File: src/rtl/element_delay_tracker.sv
// Converts per-element increment terms K_n into integer sample delays by an incremental integer-sqrt walk.
// Optional DELAY_CLAMP_EN: saturate d at its maximum and raise the sticky sat flag instead of wrapping.
module element_delay_tracker #(
  parameter int unsigned DW_INTEGER  = 18,
  parameter int unsigned DW_FRACTION = 3,
  parameter int unsigned DELAY_DW    = 12,
  parameter int unsigned N_TERMS     = 32,
  parameter int unsigned IDX_DW      = 6
) (
  input  logic                                  clk,
  input  logic                                  rst,
  input  logic                                  initiate,
  input  logic [DELAY_DW-1:0]                   d_0,
  input  logic [DW_INTEGER+DW_FRACTION:0]       term,
  input  logic                                  term_ready,
  output logic                                  term_ack,
  output logic [DELAY_DW-1:0]                   delay_out,
  output logic [IDX_DW-1:0]                     delay_idx,
  output logic                                  delay_valid,
  input  logic                                  delay_ack,
  output logic                                  delay_last,
  output logic                                  sat,
  output logic                                  busy
);

  localparam int unsigned TW = DW_INTEGER + DW_FRACTION + 1;
  localparam int unsigned EW = TW + 2;
  localparam logic [IDX_DW-1:0] LAST_IDX = IDX_DW'(N_TERMS);

  typedef enum logic [1:0] {IDLE, EMIT, FETCH, ADJUST} state_t;

  state_t                     state, state_n;
  logic [DELAY_DW-1:0]        d_q, d_n;
  logic signed [EW-1:0]       e_q, e_n;
  logic [IDX_DW-1:0]          idx_q, idx_n;
  logic signed [EW-1:0]       t_up, t_dn, term_ext;

  // Thresholds (2d+1) and (2d-1) at the term's binary point; t_dn only matters when d > 0
  always_comb begin
    t_up     = EW'({d_q, 1'b1}) << DW_FRACTION;
    t_dn     = (EW'({d_q, 1'b0}) - EW'(1)) << DW_FRACTION;
    term_ext = {{(EW-TW){term[TW-1]}}, term};
  end

`ifdef DELAY_CLAMP_EN
  logic sat_q, sat_n;
`endif

  // Next-state logic; term_ack is a same-cycle capture strobe for the producer
  always_comb begin
    state_n  = state;
    d_n      = d_q;
    e_n      = e_q;
    idx_n    = idx_q;
    term_ack = 1'b0;
`ifdef DELAY_CLAMP_EN
    sat_n    = sat_q;
`endif
    case (state)
      IDLE: begin
        if (initiate) begin
          d_n     = d_0;
          e_n     = '0;
          idx_n   = '0;
`ifdef DELAY_CLAMP_EN
          sat_n   = 1'b0;
`endif
          state_n = EMIT;
        end
      end
      EMIT: begin
        if (delay_ack) begin
          state_n = (idx_q == LAST_IDX) ? IDLE : FETCH;
        end
      end
      FETCH: begin
        if (term_ready) begin
          e_n      = e_q + term_ext;
          idx_n    = idx_q + IDX_DW'(1);
          term_ack = 1'b1;
          state_n  = ADJUST;
        end
      end
      ADJUST: begin
        if (e_q >= t_up) begin
`ifdef DELAY_CLAMP_EN
          if (d_q == {DELAY_DW{1'b1}}) begin
            sat_n   = 1'b1;
            state_n = EMIT;
          end else begin
            e_n = e_q - t_up;
            d_n = d_q + DELAY_DW'(1);
          end
`else
          e_n = e_q - t_up;
          d_n = d_q + DELAY_DW'(1);
`endif
        end else if ((e_q < -t_dn) && (d_q != '0)) begin
          e_n = e_q + t_dn;
          d_n = d_q - DELAY_DW'(1);
        end else begin
          state_n = EMIT;
        end
      end
      default: state_n = IDLE;
    endcase
  end

  // State and registered outputs; outputs are zero whenever no delay is being offered
  always_ff @(posedge clk) begin
    if (rst) begin
      state       <= IDLE;
      d_q         <= '0;
      e_q         <= '0;
      idx_q       <= '0;
      delay_valid <= 1'b0;
      delay_out   <= '0;
      delay_idx   <= '0;
      delay_last  <= 1'b0;
      busy        <= 1'b0;
    end else begin
      state       <= state_n;
      d_q         <= d_n;
      e_q         <= e_n;
      idx_q       <= idx_n;
      delay_valid <= (state_n == EMIT);
      delay_out   <= (state_n == EMIT) ? d_n : '0;
      delay_idx   <= (state_n == EMIT) ? idx_n : '0;
      delay_last  <= (state_n == EMIT) && (idx_n == LAST_IDX);
      busy        <= (state_n != IDLE);
    end
  end

`ifdef DELAY_CLAMP_EN
  always_ff @(posedge clk) begin
    if (rst) sat_q <= 1'b0;
    else     sat_q <= sat_n;
  end
  assign sat = sat_q;
`else
  assign sat = 1'b0;
`endif

endmodule
File: config.mk
export PLATFORM = sky130hd
export DESIGN_NAME = element_delay_tracker
export DESIGN_NICKNAME = d
export VERILOG_FILES = /design/src/rtl/element_delay_tracker.sv
export SDC_FILE = /design/constraint.sdc
export NUM_CORES = 1
export LEC_CHECK = 0
export CORE_MARGIN = 2
export CORE_UTILIZATION = 64
export CTS_CLUSTER_DIAMETER = 50
export DETAILED_ROUTE_END_ITERATION = 8
export PLACE_DENSITY = 0.88
export SYNTH_ARGS = -nofsm -noshare
export SYNTH_HDL_FRONTEND = slang
export SYNTH_SLANG_ARGS = --single-unit
export TNS_END_PERCENT = 1
File: constraint.sdc
create_clock -name clk -period 6.1 [get_ports clk]
set_input_delay 1.525 -clock clk [delete_from_list [all_inputs] [get_ports clk]]
set_output_delay 1.525 -clock clk [all_outputs]
set_load 0.005 [all_outputs]
==> reports/results.tsv, run 1 <==
stage	metric	value	unit
synth	Gate Count Post-Synth	848	
worst_setup_path	Critical Path AT	5130	ps
worst_setup_path	CP endpoint kind	flop	
detailed_routing	initial DRC count	535	
synth	Yosys reg bits	65	
synth	Synth Flop Type	dfxtp_1	
worst_setup_path	WP buf/inv	1	
timing	Fin. Hold Viols	0	
power_and_ir_drop	Seq pwr share	19.9	%
detailed_routing	drt drc	1	
clock_tree	CTS tree	done	
synth	Synth Area in Adders	12.8	%
synth	syn avg cell area	7.66	um^2
floorplanning	# rows	36	
detailed_routing	via count	6695	
run	Max Cap Viol	0	
clock_tree	CTS root buffer	clkbuf_8	
worst_setup_path	R2R cell count	15	
placement	dpl ws	1340	ps
timing	final worst slack	1220	ps
power_and_ir_drop	Internal	1.47	mW
synth	area share of xor/xnor cells in the synthesized design	8.63	%
global_route	global-route wire length before repair	30.5	mm
timing	Max-slew headroom	30.0	%
clock_tree	# H-tree levels	3	
timing	RSZ-0062 raised after global routing	no	
global_route	grt ovf	0	
power_and_ir_drop	clock network power share	17.0	%
clock_tree	clk buf depth	2	
power_and_ir_drop	switching pwr	1.34	mW
synth	sequential element share of the synthesized area	20.0	%
global_route	number of global-route vias before repair	6538	
synth	Synth Area in Compound Gates	28.8	%
timing	Slew @ Worst Pin	1050	ps
detailed_routing	Avg WL per Cell	17.9	um
worst_setup_path	CP Cell Sequence	inv_1, ha_1, or4b_4, nor4_4, and3_1, ha_1, a21o_1, a21bo_2, nor2_1, o211ai_1, a21o_1, o21ai_4, and2_4, nor2_1, a311oi_2	
detailed_routing	DR top layer	met4	
power_and_ir_drop	combinational share of power	63.1	%
worst_setup_path	slowest stage cell on the critical path	and3_1	
worst_setup_path	Crit path depth	15	
final_layout	synthesis-to-layout area growth	12.9	%
global_route	largest net degree at the start of global routing	47	
status	violated checks	design-rule violations	
synth	Post-synth EDFFs	0	
timing	Setup Skew	10.4	ps
clock_tree	Clock Pin Slew Worst Setup and Hold Paths	80	ps
detailed_routing	number of routed nets with antenna violations	0	
min_path	hold depth	2	
floorplanning	I/O Pins	62	
final_layout	layout cell share with drive strength beyond 1	6.43	%
global_route	initial antenna violation count	0	
placement	Detail Placement HPWL	13.5	mm
placement	port bufs	60	
synth	Syn Std Cell Area	6490	um^2
final_layout	fin nets	985	
timing	final setup fails	0	
synth	Synthesized Nets	952	
power_and_ir_drop	Pwr Density	383	nW/um^2
worst_setup_path	CP Data Required Time	6360	ps
detailed_routing	met2 routed WL	9.14	mm
timing	fin crit period	4880	ps
worst_setup_path	worst setup path class	flop to flop	
timing	period utilisation layout	79.9	%
worst_setup_path	Crit Path Max Fanout	34	
clock_tree	CTS Buf Count	9	
synth	Post-Synth Simple-Gate Area	23.9	%
detailed_routing	DR WL met3	1.24	mm
detailed_routing	wl on met1	7.25	mm
timing	max-slew violation count	0	
clock_tree	PostCTS Resize Cnt	0	
floorplanning	Starting Density	66.1	%
timing	maximum clock rate	0.205	GHz
worst_setup_path	R2R Setup Slk	1220	ps
clock_tree	clock sink count	65	
worst_setup_path	Critical Path Start Type	flop	
synth	asr flop ratio synth	0	%
power_and_ir_drop	VDD IR max	0.214	mV
synth	main combinational cell family by area after synthesis	compound AO/OA/AOI/OAI gates	
synth	post-synthesis mux area share	0.636	%
power_and_ir_drop	Lkg Pwr	2.96	nW
min_path	Min-Delay Path Class	flop to flop	
detailed_routing	total wire length	18.3	mm
clock_tree	Post-CTS Hold Buffers	0	
floorplanning	die width	105	um
floorplanning	Die Y	105	um
synth	Yosys warnings	0	
floorplanning	die footprint	11000	um^2
floorplanning	core area	9820	um^2
timing	Setup TNS Final	0	ps
detailed_routing	TritonRoute pass-1 iters	8	
worst_setup_path	CP max stage delay	560	ps
worst_setup_path	CP delay by family, top	simple AND/OR/NAND/NOR gates	
clock_tree	Clock Latency Late Sink	350	ps
final_layout	n_diodes	0	
detailed_routing	drt via density	6.57	
clock_tree	setup repair bufs after CTS	0	
power_and_ir_drop	switching share of power	47.7	%
global_route	GRT Total Usage	33.2	%
status	status	finished with violations	
synth	post-synth cell types	77	
final_layout	# fillers	798	
placement	GP Congestion	0.991	
-- worst register-to-register path, stage by stage, from the launching register on --
cell	delay, ps
dfxtp_1	390
inv_1	140
ha_1	260
or4b_4	520
nor4_4	280
and3_1	560
ha_1	420
a21o_1	240
a21bo_2	230
nor2_1	80
o211ai_1	150
a21o_1	300
o21ai_4	340
and2_4	500
nor2_1	110
a311oi_2	240
-- worst paths after layout --
path / endpoint / from
worst max register to register: e_q[9]$_SDFFE_PP0P_ / d_q[0]$_SDFF_PP0_
worst min-delay path: e_q[0]$_SDFFE_PP0P_ / e_q[0]$_SDFFE_PP0P_
worst max-delay path: e_q[9]$_SDFFE_PP0P_ / d_q[0]$_SDFF_PP0_
worst min register to register: e_q[0]$_SDFFE_PP0P_ / e_q[0]$_SDFFE_PP0P_
-- stage by stage --
step | hold slack (ps) | cells | power [mW] | instance area, um^2 | utilization, %
after CTS | 478 | 1019 | 2.77 | 7330 | 74.6
final | 479 | 1019 | 2.81 | 7330 | 74.6
after detailed placement | 465 | 1003 | 2.28 | 7080 | 72.1
after global routing | 513 | 1019 | 3.00 | 7330 | 74.6
after global placement | 444 | 1003 | 2.21 | 7080 | 72.1
after floorplan | 436 | 848 | 1.92 | 6490 | -
-- routing by layer --
metal / GRT usage, % / up-vias
li1: - / 3198
met1: 39.3 / 3102
met2: 59.4 / 324
met3: 5.18 / 71
met4: 13.7 / 0
met5: 0 / -
-- synthesized netlist by cell type (all sizes together), types with 4 or more instances --
cell type	number	area, um^2
a2111oi	4	35.0
a211oi	31	293
a21o	24	180
a21oi	61	309
a221oi	7	61.3
a22o	4	35.0
a22oi	19	143
a311oi	4	53.8
a31oi	11	68.8
a32oi	4	35.0
a41oi	6	52.6
and2	9	58.8
and3	16	100
buf	17	123
clkbuf	25	93.8
dfxtp	65	1300
ha	63	788
inv	33	124
nand2	74	285
nand2b	13	81.3
nand3	28	140
nand4	18	113
nor2	91	344
nor2b	11	68.8
nor3	28	155
o211ai	7	52.6
o21a	6	45.0
o21ai	47	246
o21bai	6	45.0
o31a	5	45.0
or2	4	27.5
or3	4	25.0
xnor2	44	385
xor2	20	175
-- layout by cell type, fill, tap and decap left out, types with 7 or more instances in the layout --
master	synthesis	final
nand2_1	73	73
a31oi_1	11	11
nor3_1	25	25
xnor2_1	44	44
a221oi_1	7	7
a211oi_2	12	12
nand3_1	28	28
nand4_1	18	18
clkbuf_8	0	10
a21o_1	24	24
nand2b_1	13	13
a211oi_1	19	19
and3_1	16	16
o21ai_0	44	44
nor2b_1	11	11
nor2_1	90	90
a21oi_1	60	60
inv_1	33	33
dfxtp_1	65	65
and2_1	7	7
xor2_1	20	20
ha_1	63	63
a22oi_1	19	19
clkdlybuf4s50_1	0	59
o211ai_1	7	7
-- logic make-up after synthesis --
kind of cell / count (synthesis)
AO/OA/AOI/OAI: 264
XOR/XNOR: 64
adder cells (fa/ha/maj): 65
buffers and inverters: 75
flip-flops: 65
multiplexers: 4
other: 1
AND/OR/NAND/NOR: 310
-- layout make-up --
class	instances	area, um^2	area share [%]
Clock inverter	6	115	1.57
Tap cell	133	166	2.27
Clock buffer	10	138	1.88
Multi-Input combinational cell	708	4860	66.3
Sequential cell	65	1300	17.8
Inverter	33	124	1.69
Timing Repair Buffer	64	626	8.54
-- flip-flops by register name, summed over array words and instances (netlist names) --
register	count
idx_q	6
busy	1
state	2
delay_last	1
e_q	24
delay_out	12
d_q	12
delay_valid	1
delay_idx	6
-- power by group through the flow --
stage | combinational (mW) | clock (mW) | sequential, mW
3_5_place_dp | 1.71 | 0 | 0.565
2_1_floorplan | 1.40 | 0 | 0.523
3_3_place_gp | 1.65 | 0 | 0.562
4_1_cts | 1.74 | 0.479 | 0.555
5_1_grt | 1.94 | 0.494 | 0.564
6_report | 1.77 | 0.477 | 0.559
Power figures use the tool's default switching activity.
==> inputs of run 2 (changes only) <==
--- a/config.mk
+++ b/config.mk
@@ -6,10 +6,10 @@
 export NUM_CORES = 1
 export LEC_CHECK = 0
 export CORE_MARGIN = 2
-export CORE_UTILIZATION = 64
+export CORE_UTILIZATION = 59
 export CTS_CLUSTER_DIAMETER = 50
 export DETAILED_ROUTE_END_ITERATION = 8
-export PLACE_DENSITY = 0.88
+export PLACE_DENSITY = 0.82
 export SYNTH_ARGS = -nofsm -noshare
 export SYNTH_HDL_FRONTEND = slang
 export SYNTH_SLANG_ARGS = --single-unit
==> constraint.sdc (replaced) <==
create_clock -name clk -period 4.8 [get_ports clk]
set_input_delay 1.2 -clock clk [delete_from_list [all_inputs] [get_ports clk]]
set_output_delay 1.2 -clock clk [all_outputs]
set_load 0.005 [all_outputs]
==> run 2 against run 1 <==
Against the previous run:
- the flow now finishes without violations
- combinational power is 27% higher
- critical path type unchanged
- utilization decreased by 6.8 points
- first-iteration DRC count down 18%
- setup slack got worse by 860 ps
- die area up 8.1%
- clock-buffer cell count decreased by 1
- clock skew rose by 2.2 ps
==> reports/results.tsv, run 2 (synthesis results as in run 1) <==
stage	metric	value	unit
global_route	initial antenna violation count	0	
clock_tree	Clock Pin Slew Worst Setup and Hold Paths	80	ps
final_layout	Largest regs	e_q x24, d_q x12, delay_out x12	
clock_tree	clk buf depth	2	
floorplanning	Die Y	109	um
final_layout	Most flops, register	e_q	
worst_setup_path	R2R cell count	15	
detailed_routing	number of routed nets with antenna violations	0	
final_layout	fin nets	989	
clock_tree	CTS tree	done	
timing	final setup fails	0	
worst_setup_path	CP startpoint	d_q[0]$_SDFF_PP0_	
worst_setup_path	Crit Path Max Fanout	8	
status	status	finished clean	
power_and_ir_drop	VDD IR max	0.274	mV
final_layout	most frequent cells in the layout	nor2_1 (90), nand2_1 (73), dfxtp_1 (65)	
timing	maximum clock rate	0.226	GHz
floorplanning	die width	109	um
timing	period utilisation layout	92.3	%
global_route	number of global-route vias before repair	6421	
worst_setup_path	R2R Setup Slk	370	ps
detailed_routing	drt via density	6.47	
final_layout	layout cell share with drive strength beyond 1	7.08	%
placement	dpl ws	325	ps
worst_setup_path	Critical Path Start Type	flop	
detailed_routing	Avg WL per Cell	17.3	um
worst_setup_path	FF-to-FF Start	d_q[0]$_SDFF_PP0_	
timing	final worst slack	370	ps
floorplanning	# rows	38	
final_layout	storage element area	1300	um^2
floorplanning	I/O Pins	62	
final_layout	multi-input logic area	4860	um^2
timing	Fin. Hold Viols	0	
global_route	GRT Total Usage	30.9	%
global_route	grt ovf	0	
min_path	Min-Delay Path Class	flop to flop	
timing	Setup Skew	12.6	ps
clock_tree	Clock Latency Late Sink	370	ps
timing	Setup TNS Final	0	ps
clock_tree	clock sink count	65	
power_and_ir_drop	Lkg Pwr	2.96	nW
floorplanning	die footprint	11900	um^2
timing	max-slew violation count	0	
worst_setup_path	CP endpoint kind	flop	
run	Max Cap Viol	0	
placement	GP Congestion	0.939	
placement	Detail Placement HPWL	13.6	mm
final_layout	Largest register FFs	24	
detailed_routing	TritonRoute pass-1 iters	6	
detailed_routing	initial DRC count	440	
detailed_routing	drt drc	0	
final_layout	synthesis-to-layout area growth	12.8	%
floorplanning	core area	10800	um^2
worst_setup_path	Critical Path AT	4700	ps
power_and_ir_drop	Pwr Density	471	nW/um^2
final_layout	Core Util, Final	67.8	%
worst_setup_path	reg2reg end	delay_last$_SDFF_PP0_	
worst_setup_path	worst setup path class	flop to flop	
floorplanning	Starting Density	60.2	%
detailed_routing	total wire length	17.8	mm
timing	fin crit period	4430	ps
worst_setup_path	crit path capture	delay_last$_SDFF_PP0_	
clock_tree	# H-tree levels	3	
clock_tree	CTS Buf Count	9	
final_layout	n_diodes	0	
placement	port bufs	60	
global_route	global-route wire length before repair	29.4	mm
timing	Max-slew headroom	34.7	%
worst_setup_path	CP Data Required Time	5070	ps
detailed_routing	via count	6667	
timing	Slew @ Worst Pin	979	ps
global_route	largest net degree at the start of global routing	47	
clock_tree	CTS root buffer	clkbuf_8	
final_layout	commonest non-fill, non-tap cell in the layout	nor2_1	
clock_tree	Post-CTS Hold Buffers	0	
timing	RSZ-0062 raised after global routing	no	
final_layout	# fillers	921	
[run 2: routing by layer]
layer,vias up,GRT usage [%],wire length [um]
li1,3213,-,-
met1,3100,36.3,7350
met2,280,54.1,8640
met3,74,4.42,980
met4,0,16.7,876
met5,-,0,0
[run 2: worst min path at each step]
stage	to	startpoint	cells past startpoint	slack, ps
after floorplan	e_q[0]$_SDFFE_PP0P_	e_q[0]$_SDFFE_PP0P_	2	440
after global placement	e_q[0]$_SDFFE_PP0P_	e_q[0]$_SDFFE_PP0P_	2	440
after detailed placement	e_q[2]$_SDFFE_PP0P_	e_q[2]$_SDFFE_PP0P_	2	460
after CTS	e_q[2]$_SDFFE_PP0P_	e_q[2]$_SDFFE_PP0P_	2	470
after global routing	e_q[2]$_SDFFE_PP0P_	e_q[2]$_SDFFE_PP0P_	2	510
final	e_q[0]$_SDFFE_PP0P_	e_q[0]$_SDFFE_PP0P_	2	470
[run 2: where the power goes]
part / leakage (nW) / internal (mW) / switching, mW
clock network: 0.100 / 0.244 / 0.246
registers: 0.531 / 0.604 / 0.104
logic: 2.32 / 0.916 / 1.34
[run 2: cell type report]
class,count,area share [%]
Timing Repair Buffer,68,8.95
Tap cell,140,2.39
Multi-Input combinational cell,708,66.4
Clock inverter,7,1.06
Clock buffer,9,1.69
Sequential cell,65,17.8
Inverter,33,1.69
[run 2: repair_timing]
action                                 4_1_cts  5_1_grt
endpoints found under the hold margin        0        0
setup buffers                                0        0
setup endpoints to repair                    0       23
resized for setup                            0        2
[run 2: per-stage QoR]
| stage | power [mW] | hold slack, ps | instances | instance area, um^2 |
|---|---|---|---|---|
| floorplan | 2.44 | 436 | 848 | 6490 |
| global placement | 2.83 | 442 | 1014 | 7120 |
| detailed placement | 2.91 | 456 | 1014 | 7120 |
| CTS | 3.41 | 466 | 1030 | 7320 |
| global route | 3.72 | 506 | 1030 | 7320 |
| finish | 3.45 | 471 | 1030 | 7320 |
[run 2: critical path: stages, from the launching register on]
cell and delay (ps):
dfxtp_1 390, inv_1 140, ha_1 240, or4b_4 520
nor4_4 290, and3_2 370, ha_1 320, a21o_1 200
a2111oi_0 380, a21oi_1 120, or2_1 240, a21oi_2 290
nor2_2 80, o31a_2 400, and3_1 190, and3_1 160
==> patch 1: new RTL, config.mk and constraints of run 2 <==
The parameter `DW_FRACTION` goes from 3 to 6.
--- a/src/rtl/element_delay_tracker.sv
+++ b/src/rtl/element_delay_tracker.sv
@@ -2,7 +2,7 @@
 // Optional DELAY_CLAMP_EN: saturate d at its maximum and raise the sticky sat flag instead of wrapping.
 module element_delay_tracker #(
   parameter int unsigned DW_INTEGER  = 18,
-  parameter int unsigned DW_FRACTION = 3,
+  parameter int unsigned DW_FRACTION = 6,
   parameter int unsigned DELAY_DW    = 12,
   parameter int unsigned N_TERMS     = 32,
   parameter int unsigned IDX_DW      = 6
Interface: changed (resized term); port bits go from 62 to 65. The function was not compared with the original's and may differ.
==> patch 1 against run 2 <==
Design area rose by 7.1%; cell count up 5.6%; first-iteration DRC count increased by 62%; wire length up 7.7%; setup slack worse by 0.14 ns; die area up 5.0%; sequential cell count is 3 higher; count of clock-buffer cells in the layout unchanged; synthesized area up 5.2%; synthesized cell count grew 5.3%; power is 17% higher; largest power group unchanged; highest routed layer unchanged.
==> patch 1: results <==
{
  "syn_nets": 1006,
  "viasPerCell": 6.51,
  "ys_seq_area_share_pct": 19.9,
  "min_to": "e_q[5]$_SDFFE_PP0P_",
  "power_uw": 4050,
  "clk_latency_ns": 0.34,
  "p_clk_share_pct": 14.9,
  "drive_above_1_share_pct": 6.56,
  "syn_area_per_cell_um2": 7.65,
  "ys_top_cells_by_area": "dfxtp_1, ha_1, xnor2_1",
  "buffers": 78,
  "root_buffer": "clkbuf_16",
  "syn_inst": 893,
  "reg.largest.list": "e_q (27), d_q (12), delay_out (12)",
  "pre_cts_ws_ns": 0.173,
  "avgRoutedWirePerCell_um": 17.7,
  "nNonClkInverters": 40,
  "vias": 7087,
  "ff2ff_path_depth": 16,
  "clk_pin_slew_ns": 0.06,
  "worst_slack_ns": 0.227,
  "worstPathMaxFanout": 5,
  "worstPathArrival_ns": 4.75,
  "dr.first_iter.drc_count": 712,
  "use_met1_pct": 38.7,
  "ys_types": 79,
  "routedLengthMet1_um": 8240,
  "setup.worst_path.start": "d_q[1]$_SDFF_PP0_",
  "multi_input_area_share_pct": 65.5,
  "cp_slowest_cell": "or3b_4",
  "critPathTopFamily": "compound AO/OA/AOI/OAI gates",
  "worst_path_largest_cell_delay_ns": 0.42,
  "final-clk-cell-share_pct": 3.41,
  "netlist_top_cells_count": "nor2_1, a21oi_1, ha_1, dfxtp_1, nand2_1",
  "use_met3_pct": 4.25,
  "cts.sink_count": 68,
  "final_nets": 1054,
  "io_buffers": 63,
  "status": "complete, no violations",
  "holdWs_ns": 0.480,
  "fill_cells": 974,
  "place_area_um2": 7560,
  "grt_pass1_vias": 6662,
  "holdCritStartpoint": "e_q[5]$_SDFFE_PP0P_",
  "p_switching_uw": 1990,
  "place_congestion": 0.950,
  "grt_util_all_layers_pct": 30.4,
  "sh_seq_area_pct": 17.4
}
-- patch 1: changes by cell type after synthesis, moves of 9 or more --
cell / before / now
a21oi_1: 60 / 70
a211oi_2: 12 / 1
mux2i_1: 3 / 12
o211ai_1: 7 / 16
a311oi_1: 1 / 15
-- patch 1: repair_timing --
item / in CTS / in global routing
setup endpoints to repair: 0 / 54
gates resized for setup: 0 / 4
buffers inserted: 0 / 1
-- patch 1: worst min-delay path: cells and delay by family (launching register included) --
kind	cells	cell delay, ns
DFF	1	0.32
and+or+nand+nor	1	0.06
AOI/OAI and AO/OA	1	0.05
-- patch 1: kinds of logic (layout without fill, tap and decap cells) --
logic type                 count (synthesis)  in the layout  share of synthesized area (%)
other                                      1              1                         0.0549
and+or+nand+nor                          304            304                           22.0
xor gates and xnor gates                  60             60                           7.69
AOI/OAI and AO/OA                        292            292                           29.7
DFF                                       68             68                           19.9
buffers and inverters                     81            133                           4.96
muxes                                     16             16                           2.42
adders and majority gates                 71             71                           13.2
==> patch 2: new RTL, config.mk and constraints of run 2 <==
Made on the original files. The 4 states of `state_t` get a one-hot encoding in 4 bits.
--- a/src/rtl/element_delay_tracker.sv
+++ b/src/rtl/element_delay_tracker.sv
@@ -27,7 +27,7 @@
   localparam int unsigned EW = TW + 2;
   localparam logic [IDX_DW-1:0] LAST_IDX = IDX_DW'(N_TERMS);
 
-  typedef enum logic [1:0] {IDLE, EMIT, FETCH, ADJUST} state_t;
+  typedef enum logic [3:0] {IDLE = 4'b0001, EMIT = 4'b0010, FETCH = 4'b0100, ADJUST = 4'b1000} state_t;
 
   state_t                     state, state_n;
   logic [DELAY_DW-1:0]        d_q, d_n;
Behaviour: no difference found for any inputs over 4 cycles, from zero or initial values and one cycle with rst high; so few cycles prove little.
==> patch 2 against run 2 <==
Design area fell by 1.3%; synthesized area fell by 3.4%; sequential cell count increased by 2; die area decreased by 3.2%; cell count fell by 3.2%; power fell by 30%; clock skew up 0.0035 ns; via count down 6.1%; utilization up 2.2 points; setup slack lost 0.12 ns; first-iteration DRC count grew 0.68%; wire length is 0.98% lower; clock power increased by 22%.
==> patch 2: results <==
{
  "synth_area_um2": 6280,
  "ff2ff_path_depth": 17,
  "dr.first_iter.drc_count": 443,
  "reg2reg_setup_slack_ns": 0.25,
  "ir_worst_vdd_uv": 228,
  "worstPathMaxFanout": 10,
  "fin_cells": 997,
  "grt_start_max_net_pins": 48,
  "drtPass1Iterations": 5,
  "status": "complete, no violations",
  "viasPerCell": 6.28,
  "worstPathArrival_ns": 4.79,
  "synthAdderAreaFrac_pct": 12.8,
  "met3WireLength_um": 770,
  "bufAreaShareNonClock_pct": 9.56,
  "nClkBuffers": 10,
  "pre_cts_ws_ns": 0.300,
  "cp_slowest_cell": "or3b_4",
  "skew_ns": 0.0161,
  "synth_compound_area_share_pct": 30.1,
  "syn_inst": 805,
  "use_met1_pct": 37.0,
  "grt_util_all_layers_pct": 31.4,
  "comb_power_uw": 1180,
  "ys_ff_latch": 67,
  "multi_input_area_share_pct": 64.6,
  "grt_pass1_wl_um": 28800,
  "ys_seq_area_share_pct": 21.4,
  "multi_input_cells": 678,
  "routedLengthMet1_um": 7460,
  "drive_above_1_share_pct": 8.01,
  "fill_cells": 871,
  "tightest_slew_ns": 0.946,
  "use_met2_pct": 55.7,
  "final-seq-area_um2": 1340,
  "seq-power_uw": 646,
  "nNonClkInverters": 29,
  "netlist_top_cells_count": "nor2_1, dfxtp_1, a21oi_1, ha_1, nand2_1",
  "synthMuxAreaShare_pct": 0.638,
  "power_uw": 2420,
  "place_congestion": 0.993,
  "p_int_uw": 1450,
  "dp.cells": 981,
  "leakagePower_uw": 0.00290
}
==> patch 2: cell types whose count changed after synthesis, sizes merged, moves of 10 or more <==
cell    before  now
and3        16    6
nor3        28   39
nor2        91  106
nand2       74   50
a211oi      31   20
o21a         6   18
==> patch 2: worst max-delay path by stage <==
stage	start	to	slack, ns	depth (start not counted)
4_1_cts	d_q[0]$_SDFF_PP0_	e_q[21]$_SDFFE_PP0P_	0.26	17
5_1_grt	d_q[0]$_SDFF_PP0_	delay_out[1]$_SDFF_PP0_	0.02	17
2_1_floorplan	d_q[0]$_SDFF_PP0_	e_q[21]$_SDFFE_PP0P_	0.71	18
6_report	d_q[0]$_SDFF_PP0_	e_q[21]$_SDFFE_PP0P_	0.25	17
3_5_place_dp	d_q[0]$_SDFF_PP0_	e_q[21]$_SDFFE_PP0P_	0.30	17
3_3_place_gp	d_q[0]$_SDFF_PP0_	e_q[21]$_SDFFE_PP0P_	0.51	17
